===== src/rtl/mem_pkg.sv =====
// Shared constants and types for the memory access stage.
package mem_pkg;

  // Write-back result source select
  localparam logic [2:0] RES_ALU = 3'd0;
  localparam logic [2:0] RES_MEM = 3'd1;
  localparam logic [2:0] RES_PC4 = 3'd2;
  localparam logic [2:0] RES_IMM = 3'd3;
  localparam logic [2:0] RES_PCT = 3'd4;

  // Load func3 encodings (7 is handled as LD)
  localparam logic [2:0] F3_LB  = 3'd0;
  localparam logic [2:0] F3_LH  = 3'd1;
  localparam logic [2:0] F3_LW  = 3'd2;
  localparam logic [2:0] F3_LD  = 3'd3;
  localparam logic [2:0] F3_LBU = 3'd4;
  localparam logic [2:0] F3_LHU = 3'd5;
  localparam logic [2:0] F3_LWU = 3'd6;

  // Store func3 encodings
  localparam logic [2:0] F3_SB = 3'd0;
  localparam logic [2:0] F3_SH = 3'd1;
  localparam logic [2:0] F3_SW = 3'd2;
  localparam logic [2:0] F3_SD = 3'd3;

  typedef enum logic [1:0] {
    ST_IDLE     = 2'd0,
    ST_WAIT_GNT = 2'd1,
    ST_WAIT_RSP = 2'd2
  } mem_state_e;

endpackage


===== src/rtl/mem_align.sv =====
// Byte-lane alignment for loads and stores plus the size/offset legality check.
module mem_align
  import mem_pkg::*;
(
  input  logic [2:0]  func3_i,
  input  logic [2:0]  offset_i,
  input  logic [63:0] store_data_i,
  input  logic [63:0] rdata_i,
  output logic [63:0] wdata_o,
  output logic [7:0]  be_o,
  output logic [63:0] load_data_o,
  output logic        misaligned_o
);

  logic [5:0]  shamt;
  logic [63:0] shifted;
  logic [7:0]  be_base;

  assign shamt = {offset_i, 3'b000};

  // Load extraction with sign/zero extension
  always_comb begin
    shifted = rdata_i >> shamt;
    case (func3_i)
      F3_LB:   load_data_o = {{56{shifted[7]}}, shifted[7:0]};
      F3_LH:   load_data_o = {{48{shifted[15]}}, shifted[15:0]};
      F3_LW:   load_data_o = {{32{shifted[31]}}, shifted[31:0]};
      F3_LBU:  load_data_o = {56'd0, shifted[7:0]};
      F3_LHU:  load_data_o = {48'd0, shifted[15:0]};
      F3_LWU:  load_data_o = {32'd0, shifted[31:0]};
      default: load_data_o = shifted;
    endcase
  end

  // Store lane placement, byte enables and alignment check; size is func3[1:0]
  always_comb begin
    case ({1'b0, func3_i[1:0]})
      F3_SB:   begin be_base = 8'h01; misaligned_o = 1'b0;           end
      F3_SH:   begin be_base = 8'h03; misaligned_o = offset_i[0];    end
      F3_SW:   begin be_base = 8'h0F; misaligned_o = |offset_i[1:0]; end
      default: begin be_base = 8'hFF; misaligned_o = |offset_i;      end
    endcase
    be_o    = be_base << offset_i;
    wdata_o = store_data_i << shamt;
  end

endmodule


===== src/rtl/mem_access_stage.sv =====
// Memory stage: data-memory request FSM, load/store alignment and MEM/WB register.
module mem_access_stage
  import mem_pkg::*;
#(
  parameter int DATA_WIDTH = 64,
  parameter int ADDR_WIDTH = 64,
  parameter int REG_ADDR_W = 5
) (
  input  logic                  i_clk,
  input  logic                  i_rstn,
  input  logic [2:0]            i_result_src,
  input  logic                  i_mem_we,
  input  logic                  i_reg_we,
  input  logic [ADDR_WIDTH-1:0] i_pc_plus4,
  input  logic [ADDR_WIDTH-1:0] i_pc_target,
  input  logic [DATA_WIDTH-1:0] i_imm_ext,
  input  logic [DATA_WIDTH-1:0] i_alu_result,
  input  logic [DATA_WIDTH-1:0] i_write_data,
  input  logic [2:0]            i_func3,
  input  logic [REG_ADDR_W-1:0] i_rd_addr,
  output logic                  o_dmem_req,
  output logic                  o_dmem_we,
  output logic [ADDR_WIDTH-1:0] o_dmem_addr,
  output logic [63:0]           o_dmem_wdata,
  output logic [7:0]            o_dmem_be,
  input  logic                  i_dmem_gnt,
  input  logic                  i_dmem_rvalid,
  input  logic [63:0]           i_dmem_rdata,
  output logic                  o_stall,
  output logic                  o_misaligned,
  output logic [2:0]            o_result_src,
  output logic                  o_reg_we,
  output logic [REG_ADDR_W-1:0] o_rd_addr,
  output logic [ADDR_WIDTH-1:0] o_pc_plus4,
  output logic [ADDR_WIDTH-1:0] o_pc_target,
  output logic [DATA_WIDTH-1:0] o_imm_ext,
  output logic [DATA_WIDTH-1:0] o_alu_result,
  output logic [DATA_WIDTH-1:0] o_read_data
);

  mem_state_e state_q, state_d;

  logic        is_load, is_store, access, misalign_raw, misaligned, aligned_access;
  logic        complete, load_done;
  logic [63:0] al_wdata, al_load;
  logic [7:0]  al_be;

  logic [2:0]            result_src_q;
  logic                  reg_we_q;
  logic [REG_ADDR_W-1:0] rd_addr_q;
  logic [ADDR_WIDTH-1:0] pc_plus4_q, pc_target_q;
  logic [DATA_WIDTH-1:0] imm_ext_q, alu_result_q, read_data_q;

  // A store that also selects MEM is treated as a store
  assign is_store       = i_mem_we;
  assign is_load        = (i_result_src == RES_MEM) && !i_mem_we;
  assign access         = is_load || is_store;
  assign misaligned     = access && misalign_raw;
  assign aligned_access = access && !misalign_raw;

  mem_align u_align (
    .func3_i      (i_func3),
    .offset_i     (i_alu_result[2:0]),
    .store_data_i (i_write_data),
    .rdata_i      (i_dmem_rdata),
    .wdata_o      (al_wdata),
    .be_o         (al_be),
    .load_data_o  (al_load),
    .misaligned_o (misalign_raw)
  );

  // State register
  always_ff @(posedge i_clk) begin
    if (!i_rstn) state_q <= ST_IDLE;
    else         state_q <= state_d;
  end

  // Next-state logic
  always_comb begin
    state_d = state_q;
    case (state_q)
      ST_IDLE: begin
        if (aligned_access) begin
          if (!i_dmem_gnt)  state_d = ST_WAIT_GNT;
          else if (is_load) state_d = ST_WAIT_RSP;
        end
      end
      ST_WAIT_GNT: if (i_dmem_gnt) state_d = is_load ? ST_WAIT_RSP : ST_IDLE;
      ST_WAIT_RSP: if (i_dmem_rvalid) state_d = ST_IDLE;
      default:     state_d = ST_IDLE;
    endcase
  end

  // Request, completion and stall outputs
  always_comb begin
    o_dmem_req = 1'b0;
    complete   = 1'b0;
    load_done  = 1'b0;
    case (state_q)
      ST_IDLE: begin
        o_dmem_req = aligned_access;
        complete   = aligned_access && is_store && i_dmem_gnt;
      end
      ST_WAIT_GNT: begin
        o_dmem_req = 1'b1;
        complete   = is_store && i_dmem_gnt;
      end
      ST_WAIT_RSP: begin
        complete  = i_dmem_rvalid;
        load_done = i_dmem_rvalid;
      end
      default: ;
    endcase
    o_stall = aligned_access && !complete;
  end

  assign o_dmem_we    = o_dmem_req && is_store;
  assign o_dmem_addr  = {i_alu_result[ADDR_WIDTH-1:3], 3'b000};
  assign o_dmem_wdata = (aligned_access && is_store) ? al_wdata : '0;
  assign o_dmem_be    = (aligned_access && is_store) ? al_be : '0;
  assign o_misaligned = misaligned;

  // MEM/WB register: bubble while stalled; misaligned accesses never write rd
  always_ff @(posedge i_clk) begin
    if (!i_rstn || o_stall) begin
      result_src_q <= '0;
      reg_we_q     <= 1'b0;
      rd_addr_q    <= '0;
      pc_plus4_q   <= '0;
      pc_target_q  <= '0;
      imm_ext_q    <= '0;
      alu_result_q <= '0;
      read_data_q  <= '0;
    end else begin
      result_src_q <= i_result_src;
      reg_we_q     <= i_reg_we && !misaligned;
      rd_addr_q    <= i_rd_addr;
      pc_plus4_q   <= i_pc_plus4;
      pc_target_q  <= i_pc_target;
      imm_ext_q    <= i_imm_ext;
      alu_result_q <= i_alu_result;
      read_data_q  <= load_done ? al_load : '0;
    end
  end

  assign o_result_src = result_src_q;
  assign o_reg_we     = reg_we_q;
  assign o_rd_addr    = rd_addr_q;
  assign o_pc_plus4   = pc_plus4_q;
  assign o_pc_target  = pc_target_q;
  assign o_imm_ext    = imm_ext_q;
  assign o_alu_result = alu_result_q;
  assign o_read_data  = read_data_q;

endmodule


===== config.mk =====
export PLATFORM = sky130hd
export DESIGN_NAME = mem_access_stage
export DESIGN_NICKNAME = d
export VERILOG_FILES = /design/src/rtl/mem_pkg.sv /design/src/rtl/mem_align.sv /design/src/rtl/mem_access_stage.sv
export SDC_FILE = /design/constraint.sdc
export NUM_CORES = 1
export LEC_CHECK = 0
export ABC_AREA = 1
export CORE_AREA = 2 2 339 341
export CTS_CLUSTER_DIAMETER = 100
export DETAILED_ROUTE_END_ITERATION = 10
export DIE_AREA = 0 0 341 343
export PLACE_DENSITY = 0.34
export SLEW_MARGIN = 20
export SYNTH_ARGS = -nofsm -noshare
export SYNTH_HDL_FRONTEND = slang
export SYNTH_SLANG_ARGS = --single-unit

===== constraint.sdc =====
create_clock -name i_clk -period 1.8 [get_ports i_clk]
set_input_delay 0.36 -clock i_clk [delete_from_list [all_inputs] [get_ports i_clk]]
set_output_delay 0.36 -clock i_clk [all_outputs]
set_load 0.1 [all_outputs]

==> flow_summary.yaml, run 1 <==
route:
  drt-total-wl_um: 99100
  post_drt_wl_per_cell_um: 21.8
  via_per_inst: 3.54
  drt_pass1_iterations: 5
  vias: 16100
  drc: 0
  drt-initial-drc-count: 510
  ant_nets: 0
timing:
  slew_headroom_pct: 64.6
  setup_violations: 75
  finalCritPeriodShare_pct: 117
  final_hold_viol_count: 0
  fmax_ghz: 0.474
  rsz0062_at_grt: "yes"
  fin_setup_tns_ns: -16.94
  drv_slew: 0
  setup_slack_ns: -0.311
  skew_ns: 0.0188
  worst_pin_slew_ns: 0.525
  timing.final.crit_period_ns: 2.11
clocking:
  numCtsBuffers: 46
  path_clk_slew_ns: 0.05
  clock-sinks: 331
  htree_levels: 2
  cts_tree: "done"
  clockBufferDepth: 3
  clk_latency_ns: 0.59
  cts-root-buf: "clkbuf_16"
worst_setup_path:
  reg2reg_from: "state_q[1]$_SDFFE_PN0P_"
  cp_data_arrival_time_ns: 1.75
  r2r-end: "o_rd_addr[0]$_SDFF_PP0_"
  worst-r2r-cell-count: 9
  path_cells: "buf_16 > inv_12 > nand2_4 > nand2_4 > nand2_4 > nor2_4 > buf_6 > nand2_8 > buf_12 > buf_12 > nor2_4 > buf_12"
  slowest_stage: "buf_12"
  cp.required_ns: 1.44
  start_kind: "input pin"
  r2r_slack_ns: 0.04
  crit_buf_inv: 6
  crit_family: "buffers and inverters"
  cp_max_fo: 6
  end_kind: "output pin"
  critical_path_class: "input pin to output pin"
  cpPeakStageDelay_ns: 0.18
floorplanning:
  dieArea_sq_um: 117000
  die_w_um: 341
  core_area_sq_um: 113000
  initial_core_util_pct: 12.4
  io_pins: 870
  fp.dieH_um: 343
  num_rows: 124
global_routing:
  met1_usage_pct: 16.1
  met3_usage_pct: 6.94
  grt_pass1_wl_um: 134000
  grt-busiest-layer: "met2"
  grt_pass1_vias: 16500
  use_met2_pct: 31.6
  grt_overflow: 0
  antenna_found_initial: 46
  grt_usage_pct: 16.4
  grt_max_degree: 45
layout:
  final_util_pct: 30.4
  drive_gt1_share_pct: 38.4
  nFillCells: 11900
  mostFrequentLayoutCell: "buf_12"
  multi_input_area_sq_um: 6430
  final_area_sq_um: 34400
  nNetsFinal: 3387
  regArea_sq_um: 6630
  area_growth_pct: 145
  layout_common_cells: "512 x buf_12, 360 x nor2_1, 352 x clkdlybuf4s50_1"
placed_design:
  placed_area_sq_um: 31200
  portBuffers: 866
  detailed_place_hpwl_um: 81300
  gp_routability_congestion: 0.827
pwr:
  p_per_area_nw_per_um2: 816
  p_leak_nw: 15.3
  power_w: 0.0281
  ir_drop_mv: 0.584
synth:
  synth_cell_types: 36
  avgSynthCellArea_sq_um: 7.19
  seq_area_frac_synth_pct: 47.2
  synth_area_sq_um: 14000
  synth_seq_cells: 331
  ys_warn_count: 0
  syn_inst: 1954
min_path:
  hold_path_end: "o_result_src[1]$_SDFF_PP0_"
  whs_path_depth: 4
  hold_path.class: "input pin to flip-flop"
  hp-start: "i_result_src[1]"
run:
  cap_violations: 0
status:
  status: "finished, violations left"
  violations: "negative setup slack"
cell families after synthesis:
family / count (synthesis) / synth area share [%]
flip-flops: 331 / 47.2
AND/OR/NAND/NOR: 852 / 25.1
other: 1 / 0.0267
multiplexers: 5 / 0.356
buffers and inverters: 533 / 17.9
AO/OA/AOI/OAI: 232 / 9.45
cell type report:
type | instances | share of cell area, %
inverter | 357 | 4.03
tap | 1512 | 5.49
clock buffer | 61 | 3.80
multi-input combinational | 1092 | 18.7
clock inverter | 23 | 0.760
antenna | 10 | 0.0727
timing repair buffer | 1158 | 47.9
sequential | 331 | 19.3
cells in the mapped netlist (all sizes together):
library cell,number,share of area [%]
nor2,441,13
inv,357,9.6
dfxtp,331,47
nand2,303,8.2
buf,150,7.6
o21ai,107,3.9
nand3,90,3.5
a21oi,69,2.5
a211oi,26,1.5
clkbuf,26,0.69
o211ai,18,0.96
nor3,7,0.25
o22ai,7,0.40
or2,7,0.31
mux2i,5,0.36
and2,4,0.18
a31oi,3,0.13
conb,1,0.027
o21a,1,0.053
o31ai,1,0.053
worst max-delay path by stage:
stage / endpoint / slack, ns / start / cells after the start
CTS: o_dmem_wdata[53] / -0.35 / i_alu_result[0] / 11
detailed placement: o_dmem_wdata[60] / -0.86 / i_func3[1] / 11
global placement: o_dmem_wdata[60] / -0.88 / i_func3[1] / 11
floorplan: o_dmem_wdata[0] / -0.80 / i_alu_result[0] / 10
global route: o_dmem_wdata[24] / -0.36 / i_alu_result[0] / 12
finish: o_dmem_wdata[27] / -0.31 / i_alu_result[0] / 12
report_power, final:
| group | switching [W] | leakage, nW | total, W | internal [W] |
|---|---|---|---|---|
| logic | 0.00652 | 11.8 | 0.0106 | 0.00406 |
| clock network | 0.00387 | 0.779 | 0.00946 | 0.00559 |
| registers | 0.000320 | 2.73 | 0.00806 | 0.00774 |
worst min-delay path, cell delays in order:
cell and delay (ns):
buf_2 0.10, inv_2 0.05, buf_4 0.09, nor2_1 0.04
flip-flops by register name, indices dropped and copies added (netlist names), 2 cells and up:
register / count
o_alu_result: 64
o_imm_ext: 64
o_pc_plus4: 64
o_pc_target: 64
o_rd_addr: 5
o_read_data: 64
o_result_src: 3
state_q: 2
per-layer routing:
| layer | up-vias | share of wire [%] |
|---|---|---|
| met2 | 583 | 54 |
| met5 | - | 0.34 |
| met1 | 7388 | 34 |
| met3 | 153 | 9.8 |
| li1 | 7886 | - |
| met4 | 58 | 2.3 |
repair_timing:
action | in CTS | in global routing
setup endpoints to repair | 272 | 89
pin swaps | 88 | 64
setup buffers | 37 | 14
resized for setup | 278 | 71
hold endpoints to repair | 2 | 0
hold buffers | 2 | 0
cloned | 14 | 0
per-stage QoR:
step                      hold WS, ns  worst slack [ns]  std cells
final                           0.110            -0.311       4544
after global routing           0.0810            -0.360       4537
after CTS                      0.0544            -0.346       4529
after detailed placement        0.629            -0.859       4398
after global placement          0.639            -0.879       4398
after floorplan                 0.472            -0.796       1956
(Power assumes the default switching activity.)
==> run 2, diff against run 1 <==
--- a/config.mk
+++ b/config.mk
@@ -6,12 +6,16 @@
 export NUM_CORES = 1
 export LEC_CHECK = 0
 export ABC_AREA = 1
-export CORE_AREA = 2 2 339 341
+export CELL_PAD_IN_SITES_DETAIL_PLACEMENT = 0
+export CELL_PAD_IN_SITES_GLOBAL_PLACEMENT = 1
+export CORE_AREA = 2 2 334 336
 export CTS_CLUSTER_DIAMETER = 100
 export DETAILED_ROUTE_END_ITERATION = 10
-export DIE_AREA = 0 0 341 343
-export PLACE_DENSITY = 0.34
+export DIE_AREA = 0 0 336 338
+export HOLD_SLACK_MARGIN = 0.1
+export PLACE_DENSITY = 0.48
 export SLEW_MARGIN = 20
 export SYNTH_ARGS = -nofsm -noshare
 export SYNTH_HDL_FRONTEND = slang
+export SYNTH_HIERARCHICAL = 1
 export SYNTH_SLANG_ARGS = --single-unit
==> run 2 against run 1 <==
The flow still finishes with violations (negative setup slack); synthesized cell count grew 9.6%; power decreased by 0.40%; non-clock buffer count decreased by 51; critical path type unchanged; critical endpoint is now o_dmem_wdata[56]; highest routed layer unchanged.
==> flow_summary.yaml, run 2 <==
status:
  status: "finished, violations left"
  violations: "negative setup slack"
clocking:
  cts_hold_buf: 0
  clock-sinks: 331
  cts-root-buf: "clkbuf_16"
  clk_latency_ns: 0.59
  htree_levels: 2
  clockBufferDepth: 3
  cts_tree: "done"
  numCtsBuffers: 45
  path_clk_slew_ns: 0.06
worst_setup_path:
  start_kind: "input pin"
  cp_data_arrival_time_ns: 1.88
  worst-r2r-cell-count: 12
  cp.required_ns: 1.44
  end_kind: "output pin"
  cp_max_fo: 8
  critical_path_class: "input pin to output pin"
floorplanning:
  die_w_um: 336
  dieArea_sq_um: 114000
  io_pins: 870
  initial_core_util_pct: 13.4
  num_rows: 122
  core_area_sq_um: 110000
  fp.dieH_um: 338
placed_design:
  detailed_place_hpwl_um: 88100
  gp_routability_congestion: 0.849
  portBuffers: 866
  dp_slack_ns: -0.897
pwr:
  p_per_area_nw_per_um2: 824
  ir_drop_mv: 0.563
  p_leak_nw: 15.4
timing:
  slew_headroom_pct: 66.4
  finalCritPeriodShare_pct: 124
  fmax_ghz: 0.447
  worst_pin_slew_ns: 0.499
  skew_ns: 0.0436
  final_hold_viol_count: 0
  setup_violations: 189
  rsz0062_at_grt: "yes"
  timing.final.crit_period_ns: 2.24
  setup_slack_ns: -0.439
  drv_slew: 0
route:
  post_drt_wl_per_cell_um: 22.7
  drc: 0
  drt_pass1_iterations: 5
  via_per_inst: 3.61
  drt-initial-drc-count: 770
  vias: 16800
  drt-total-wl_um: 105000
  ant_nets: 0
synth:
  post-synth-top-count-cell: "nor2_1"
  yosysTopAreaCellShare_pct: 44.8
  async_flop_share_pct: 0
  syn_inst: 2142
  avgSynthCellArea_sq_um: 6.90
  synth_top_area_cell: "dfxtp_1"
  ys_warn_count: 6
  synth_ff_type: "dfxtp_1"
  synth_edf_count: 0
  seq_area_frac_synth_pct: 44.8
  synth.cells.most_frequent: "459 x nor2_1, 458 x inv_1, 331 x dfxtp_1"
  synth_cell_types: 36
  ys_top_cells_by_area: "dfxtp_1 45%, nor2_1 12%, inv_1 12%"
  synth_area_sq_um: 14800
  synth_seq_cells: 331
layout:
  drive_gt1_share_pct: 31.7
  final_util_pct: 30.9
  nFillCells: 11700
  mostFrequentLayoutCell: "buf_12"
  nNetsFinal: 3514
  area_growth_pct: 130
  layout_common_cells: "498 x buf_12, 435 x inv_1, 378 x clkdlybuf4s50_1"
run:
  cap_violations: 0
global_routing:
  grt-busiest-layer: "met2"
  grt_pass1_vias: 16800
  use_met2_pct: 33.5
  grt_pass1_wl_um: 139000
  grt_usage_pct: 17.8
  met1_usage_pct: 17.7
  grt_max_degree: 74
  antenna_found_initial: 42
  grt_overflow: 0
  met3_usage_pct: 6.69
min_path:
  hold_path.class: "input pin to flip-flop"
  whs_path_depth: 3
-- run 2: changes by cell type after synthesis, sizes merged, moves of 22 or more --
cell / previous run / this run
inv: 357 / 468
o21ai: 107 / 129
a211oi: 26 / 0
a21oi: 69 / 22
nor2: 441 / 465
nand2: 303 / 332
nand3: 90 / 116
nand4: 0 / 35
-- run 2: kinds of logic (layout without fill, tap and decap cells) --
family | count (synthesis) | in the layout | share of synthesized area, %
AOI/OAI and AO/OA | 176 | 176 | 6.38
buffers and inverters | 654 | 1657 | 20.3
DFF | 331 | 331 | 44.8
and+or+nand+nor | 958 | 959 | 27.0
other | 1 | 11 | 0.0254
muxes | 22 | 22 | 1.49
-- run 2: path summary, 6_finish.rpt --
check	startpoint	to	slack [ns]
hold reg to reg	state_q[0]$_SDFFE_PN0P_	state_q[0]$_SDFFE_PN0P_	0.52
hold / removal	i_pc_plus4[23]	o_pc_plus4[23]$_SDFF_PP0_	0.29
setup / recovery	i_alu_result[0]	o_dmem_wdata[56]	-0.44
setup reg to reg	state_q[0]$_SDFFE_PN0P_	o_pc_target[27]$_SDFF_PP0_	-0.08
-- run 2: what timing repair did --
item / CTS / global route
pin swaps: 46 / 37
setup buffers: 28 / 3
resized for setup: 169 / 69
endpoints found under the setup margin: 370 / 360
cloned: 13 / 1
-- run 2: area by class of cell --
| class | instances | area (sq um) | share of cell area [%] |
|---|---|---|---|
| tap | 1488 | 1860 | 5.48 |
| clock buffer | 55 | 1220 | 3.60 |
| inverter | 468 | 1780 | 5.24 |
| timing repair buffer | 1107 | 16000 | 47.1 |
| antenna | 8 | 20.0 | 0.0589 |
| multi-input combinational | 1160 | 6100 | 17.9 |
| clock inverter | 27 | 354 | 1.04 |
| sequential | 331 | 6630 | 19.5 |
-- run 2: power breakdown --
part	leakage, nW	switching [W]	internal (W)
sequential	2.73	0.000356	0.00773
clock	0.775	0.00379	0.00574
combinational	11.9	0.00642	0.00394
-- run 2: metal layers --
| metal | part of all wire, % | vias to the layer above |
|---|---|---|
| met5 | 0.19 | - |
| met4 | 4.1 | 32 |
| met3 | 9.1 | 152 |
| met2 | 53 | 686 |
| met1 | 34 | 7666 |
| li1 | - | 8227 |
-- run 2: stage by stage --
| stage | total power, W | setup TNS, ns | cells | area, sq um | hold slack, ns |
|---|---|---|---|---|---|
| CTS | 0.0284 | -33.96 | 4635 | 33800 | 0.234 |
| global route | 0.0291 | -51.97 | 4639 | 34000 | 0.256 |
| floorplan | 0.0136 | -86.02 | 2144 | 15500 | 0.472 |
| finish | 0.0280 | -33.59 | 4644 | 34000 | 0.288 |
| detailed placement | 0.0182 | -315.25 | 4518 | 31200 | 0.514 |
| global placement | 0.0182 | -301.91 | 4518 | 31200 | 0.513 |
-- run 2: worst max-delay path: stages --
cell       delay, ns
buf_12          0.12
buf_8           0.13
nor2_4          0.16
inv_4           0.05
nor2_4          0.11
o22ai_4         0.09
inv_4           0.10
buf_6           0.13
nand2_8         0.12
clkbuf_16       0.20
nor2_4          0.10
buf_12          0.18
